`src/rtl/bar_fifo.sv`:
```
// bar_fifo: first-word-fall-through FIFO between the bar.out producer and the bar.in consumer.
// Flags derive from the registered count only; storage itself carries no reset.
module bar_fifo #(
  parameter int WIDTH = 32,
  parameter int DEPTH = 4
) (
  input  logic                       clk,
  input  logic                       rst,
  input  logic [WIDTH-1:0]           in_data,
  input  logic                       in_valid,
  output logic                       in_ready,
  output logic [WIDTH-1:0]           out_data,
  output logic                       out_valid,
  input  logic                       out_ready,
  output logic [$clog2(DEPTH):0]     count
);

  localparam int AW = $clog2(DEPTH);
  localparam int CW = AW + 1;

  logic [WIDTH-1:0] mem_r [DEPTH];
  logic [AW-1:0]    wr_ptr_r;
  logic [AW-1:0]    rd_ptr_r;
  logic [CW-1:0]    count_r;
  logic             full_s;
  logic             empty_s;
  logic             push_s;
  logic             pop_s;

  // Handshake flags and head-of-queue view, all from registered state (plus rst gating in_ready)
  always_comb begin
    full_s    = (count_r == CW'(DEPTH));
    empty_s   = (count_r == {CW{1'b0}});
    in_ready  = !full_s && !rst;
    out_valid = !empty_s;
    push_s    = in_valid && in_ready;
    pop_s     = out_valid && out_ready;
    out_data  = mem_r[rd_ptr_r];
    count     = count_r;
  end

  // Pointer and occupancy registers; pointers wrap naturally because DEPTH is a power of two
  always_ff @(posedge clk or posedge rst) begin
    if (rst) begin
      wr_ptr_r <= {AW{1'b0}};
      rd_ptr_r <= {AW{1'b0}};
      count_r  <= {CW{1'b0}};
    end else begin
      if (push_s) begin
        wr_ptr_r <= wr_ptr_r + AW'(1);
      end
      if (pop_s) begin
        rd_ptr_r <= rd_ptr_r + AW'(1);
      end
      case ({push_s, pop_s})
        2'b10:   count_r <= count_r + CW'(1);
        2'b01:   count_r <= count_r - CW'(1);
        default: count_r <= count_r;
      endcase
    end
  end

  // Payload storage, written only on a push edge
  always_ff @(posedge clk) begin
    if (push_s) begin
      mem_r[wr_ptr_r] <= in_data;
    end
  end

endmodule

```
`config.mk`:
```
export PLATFORM = sky130hd
export DESIGN_NAME = bar_fifo
export DESIGN_NICKNAME = d
export VERILOG_FILES = /design/src/rtl/bar_fifo.sv
export SDC_FILE = /design/constraint.sdc
export NUM_CORES = 1
export LEC_CHECK = 0
export CAP_MARGIN = 30
export CORE_MARGIN = 2
export CORE_UTILIZATION = 55
export CTS_BUF_LIST = sky130_fd_sc_hd__clkbuf_8
export CTS_CLUSTER_SIZE = 40
export DETAILED_ROUTE_END_ITERATION = 8
export GPL_ROUTABILITY_DRIVEN = 0
export PLACE_DENSITY = 0.8
export SYNTH_ARGS = -nofsm -noshare
export SYNTH_HDL_FRONTEND = slang
export SYNTH_SLANG_ARGS = --single-unit
```
`constraint.sdc`:
```
create_clock -name clk -period 2.8 [get_ports clk]
set_clock_uncertainty 0.15 [all_clocks]
set_input_delay 0.56 -clock clk [delete_from_list [all_inputs] [get_ports clk]]
set_output_delay 0.56 -clock clk [all_outputs]
set_load 0.02 [all_outputs]
```
# Yosys cells after proc, flatten, opt, wreduce, memory -nomap -nowiden
# Memories as Yosys holds them, arrays and structs flattened.
# Index checks and enable logic that the tools add are counted.
# word_totals
register_bits	7
elab_cells	22
mem_count	1
in_bits	36
mem_bits_rw	128
# classes
add_sub_neg	4
n_eq_ne	3
muxes	3
n_reduce_logical	8
# memory_table
name	depth	width	read_ports	rd_ports_with_merged_regs	wr	line_no	source
mem_r	4	32	1	0	1	21	logic [WIDTH-1:0] mem_r [DEPTH];
# ops
cell	count
$pmux W3 S2	1
$add A2 B1 Y2 const B	2
$add A3 B1 Y3 const B	1
$eq A3 B3 Y1 const B	1
$logic_and A1 B1 Y1	3
$logic_not A1 Y1	3
$logic_not A3 Y1	1
$sub A3 B1 Y3 const B	1
$eq A2 B1 Y1 const B	1
$eq A2 B2 Y1 const B	1
$mux W1	2
$reduce_bool A2 Y1	1

# Logic depth before layout (Yosys ltp)
# depth
ltp_word	6
mapped_depth	9
ltp_nobuf	9

# Least setup slack after synthesis
# Ideal clock, no wire load.
# synth_path
kind	input port to flip-flop
startpoint	input rst
endpoint	memory mem_r[0][0], enable pin
slack_ns	0.530
n_path_buf	0
arrival_time_ns	1.728
cell_stages	3
path_cell_list	nand2b_1 > a21oi_4 > and2_1
# synth_between
elab_chain_len	5
# synth_rtl
element	line_no	source
from (decl)	8	input logic rst,
$logic_not A1 Y1 (no line)	n/a	
$logic_and A1 B1 Y1	34	in_ready = !full_s && !rst;
$logic_and A1 B1 Y1	36	push_s = in_valid && in_ready;
$mux W1	65	if (push_s) begin
$mux W1 (not written as such)	66	mem_r[wr_ptr_r] <= in_data;
to (decl)	21	
# Every way passes these cells.

# Worst setup path in the final report
# layout_path
startpoint	register rd_ptr_r[0]
endpoint	output out_data[31]
# layout_between
elab_chain_len	1
# layout_rtl
element	line_no	source
from (decl)	23	logic [AW-1:0] rd_ptr_r;
from (signal assigned)	46	rd_ptr_r <= {AW{1'b0}};
from (signal assigned)	53	rd_ptr_r <= rd_ptr_r + AW'(1);
$mem_v2 Z4 W32	n/a	
to (decl)	12	output logic [WIDTH-1:0] out_data,
# Every way passes these cells.

==> metrics <==
status=completed; 1st-iter DRT viols=between 100 and 150; Unique masters post-synth=23; Inserted Diodes=0; Final Cycle Share=approximately 95%; first-pass GRT wire length=roughly 13,000 um; Final Hold Viols=0; crit-path leading delay family=multiplexers; slack of the critical path=128.0 ps; Pleak=2.197 nW; CP Cell Sequence=buf_12 -> mux4_1 -> dlygate4sd2_1; multi-input logic area=975.9 um2; clk buf depth=2; # DRC=0; clock root buffer master=clkbuf_8; final wirelength=between 8000 and 9000 um; Synth top area share=75.28%; number of stages on the worst setup path=3; min Tclk post-route=2672 ps; r2r worst-path depth=9; post-CTS sizing=33; Arr. time, crit path=1960 ps; H-tree depth=4; CTS sink count=between 100 and 150; fmax=about 370 MHz; nets=approximately 340; commonest non-fill, non-tap cell in the layout=edfxtp_1; CTS tree=done; largest net degree at the start of global routing=33; Internal=about 0.0044 W; Total Negative Setup Slacks=0 ps; Place WS=roughly 150 ps; Relative slew margins=about four fifths; fraction of layout cells with a size suffix above 1=between 20% and 30%; Worst Setup Start Kind=flop; FF+latch area=4021 um2; sw frac=30.20%; register share of total power=41.1%; worst reg2reg endpoint=count[2]$_DFFE_PP0P_; Syn Inst Count=208; Pwr Density=around 990 nW/um2; Post-synth EDFFs=~130; Core Rows=35; Clk Latency, worst-skew pair=410 ps; Net Sw Power=around 0.0019 W; width of the die=roughly 100 um; DR vias=2,367; DIE AREA=10,070 um2; final number of setup-violating endpoints=0; Yosys warning count=0; Final Non-Filler Cells=426; CP endpoint=out_data[31]; Worst Setup SP=rd_ptr_r[0]$_DFFE_PP0P_; Area contributors post-synth=edfxtp_1, mux4_2, dfrtp_1, mux4_1, ha_1; Vias/cell=approximately 5.6; Fillers=592; Cell Count Post-Placement=between 300 and 400; slowest stage delay, CP=roughly 600 ps; worst path bufs/invs=2; min-delay worst type=in2async; WS Path Type=reg2out; number of port buffers=just over 70; Area Overhead vs Synth=24.82%; sequential fraction of the synthesis area=~80%; Worst Path Max Fanout=20; Initial Util=56.06%; core area=~9000 um2; Synth Flop Type=edfxtp_1; CTS clk-pin slew, worst paths=approximately 70 ps; antenna-violating nets left=0; syn_nets=250; antenna violations before repair=0; Max VDD drop=about 0.00067 V; Ports=73; worst path required time=2090 ps; mapped cell area=between 5000 and 6000 um2; Slew @ Worst Pin=~290 ps; hold buffers post-CTS=0; Comb power frac=between 30% and 40%; vias in the first global route=2,572; synthesized area per cell=24.55 um2; drt pass-1 iters=5; R2R setup slack=around 630 ps; gr usage total=a little under a fifth; Inserted Clock Buffers=17; Critical-path top delay cell=mux4_1; clock power share=roughly a quarter; commonest non-fill, non-tap cells in the layout=edfxtp_1, clkdlybuf4s50_1, dlygate4sd2_1, mux4_2, clkbuf_8; Pins Over Slew Limit=0; unrepaired setup endpoints after global routing=no; die height=about 100 um; half-perimeter wire length after placement=5430 um; Synth Register Bits=about 140; total gr overflow=0; reg-to-reg startpoint=count[0]$_DFFE_PP0P_; mean routed wirelength per cell=~20 um; asr flop ratio synth=under 10%; CP Capture Type=primary output; largest area contributor in the synthesized netlist=edfxtp_1; total setup buffers inserted after CTS=0; max_cap viols=0
==> worst register-to-register path: cells and delay by family, from the launching register on <==
family | cells | cell delay, ps
AOI/OAI and AO/OA | 1 | 130
DFF | 1 | 450
and+or+nand+nor | 2 | 370
xor gates and xnor gates | 2 | 300
buffers and inverters | 2 | 140
adders and majority gates | 2 | 560
==> routing by layer <==
metal / global-route usage [%] / share of wire, % / vias up
li1: - / - / 1054
met1: 22.43 / 43 / 1239
met2: 30.30 / 51 / 66
met3: 6.825 / 5.2 / 8
met4: 6.322 / 0.68 / 0
met5: 0 / 0 / -
==> cell usage after synthesis (2+ instances only) <==
library cell and instances:
edfxtp_1 128, mux4_1 4, xor2_1 3, and2_1 4, buf_12 3, xnor2_1 3, dfrtp_1 7, ha_1 5
mux4_2 28, inv_1 7, buf_2 3, nor2_1 2
==> area by class of cell <==
type / count / area share [%]
Clock buffer: 17 / 3.671
Clock inverter: 15 / 2.905
Inverter: 7 / 0.4122
Multi-Input combinational cell: 58 / 15.31
Sequential cell: 135 / 63.09
Tap cell: 111 / 2.179
Timing Repair Buffer: 83 / 12.43
==> power by group through the flow <==
stage          logic [W]  clock network (W)  registers [W]
2_1_floorplan    0.00143                  0        0.00262
3_5_place_dp     0.00229                  0        0.00263
3_3_place_gp     0.00225                  0        0.00261
5_1_grt          0.00219            0.00177        0.00261
4_1_cts          0.00209            0.00169        0.00259
6_report         0.00205            0.00166        0.00259
==> flip-flops by register name, indices dropped and copies added (netlist names) <==
register / flops
mem_r: 128
count: 3
rd_ptr_r: 2
wr_ptr_r: 2
==> per-stage QoR <==
| stage | hold WS, ps | total power [W] | util [%] | cell area (um2) |
|---|---|---|---|---|
| floorplan | 213.4 | 0.004050 | - | 5106 |
| global placement | 398.3 | 0.004858 | 65.77 | 5991 |
| detailed placement | 423.3 | 0.004920 | 65.77 | 5991 |
| CTS | 283.4 | 0.006369 | 69.97 | 6374 |
| global route | 284.1 | 0.006573 | 69.97 | 6374 |
| finish | 291.7 | 0.006298 | 69.97 | 6374 |
==> worst min-delay path by stage <==
stage,startpoint,end
5_1_grt,rst,wr_ptr_r[1]$_DFFE_PP0P_
4_1_cts,rst,wr_ptr_r[1]$_DFFE_PP0P_
6_report,rst,wr_ptr_r[1]$_DFFE_PP0P_
3_5_place_dp,wr_ptr_r[1]$_DFFE_PP0P_,wr_ptr_r[1]$_DFFE_PP0P_
3_3_place_gp,wr_ptr_r[1]$_DFFE_PP0P_,wr_ptr_r[1]$_DFFE_PP0P_
2_1_floorplan,rst,count[0]$_DFFE_PP0P_
==> cell families (layout without fill, tap and decap cells) <==
logic type      Yosys count  after routing  synth area share [%]
flops                   135            135                 78.71
mux                      34             34                 14.82
buf+inv                  15            122                 2.279
simple gates              9              9                0.9557
fa+ha+maj                 6              6                 1.617
xor+xnor                  6              6                 1.029
compound gates            3              3                0.5881
Note: power is estimated with default switching activity, not from simulation.
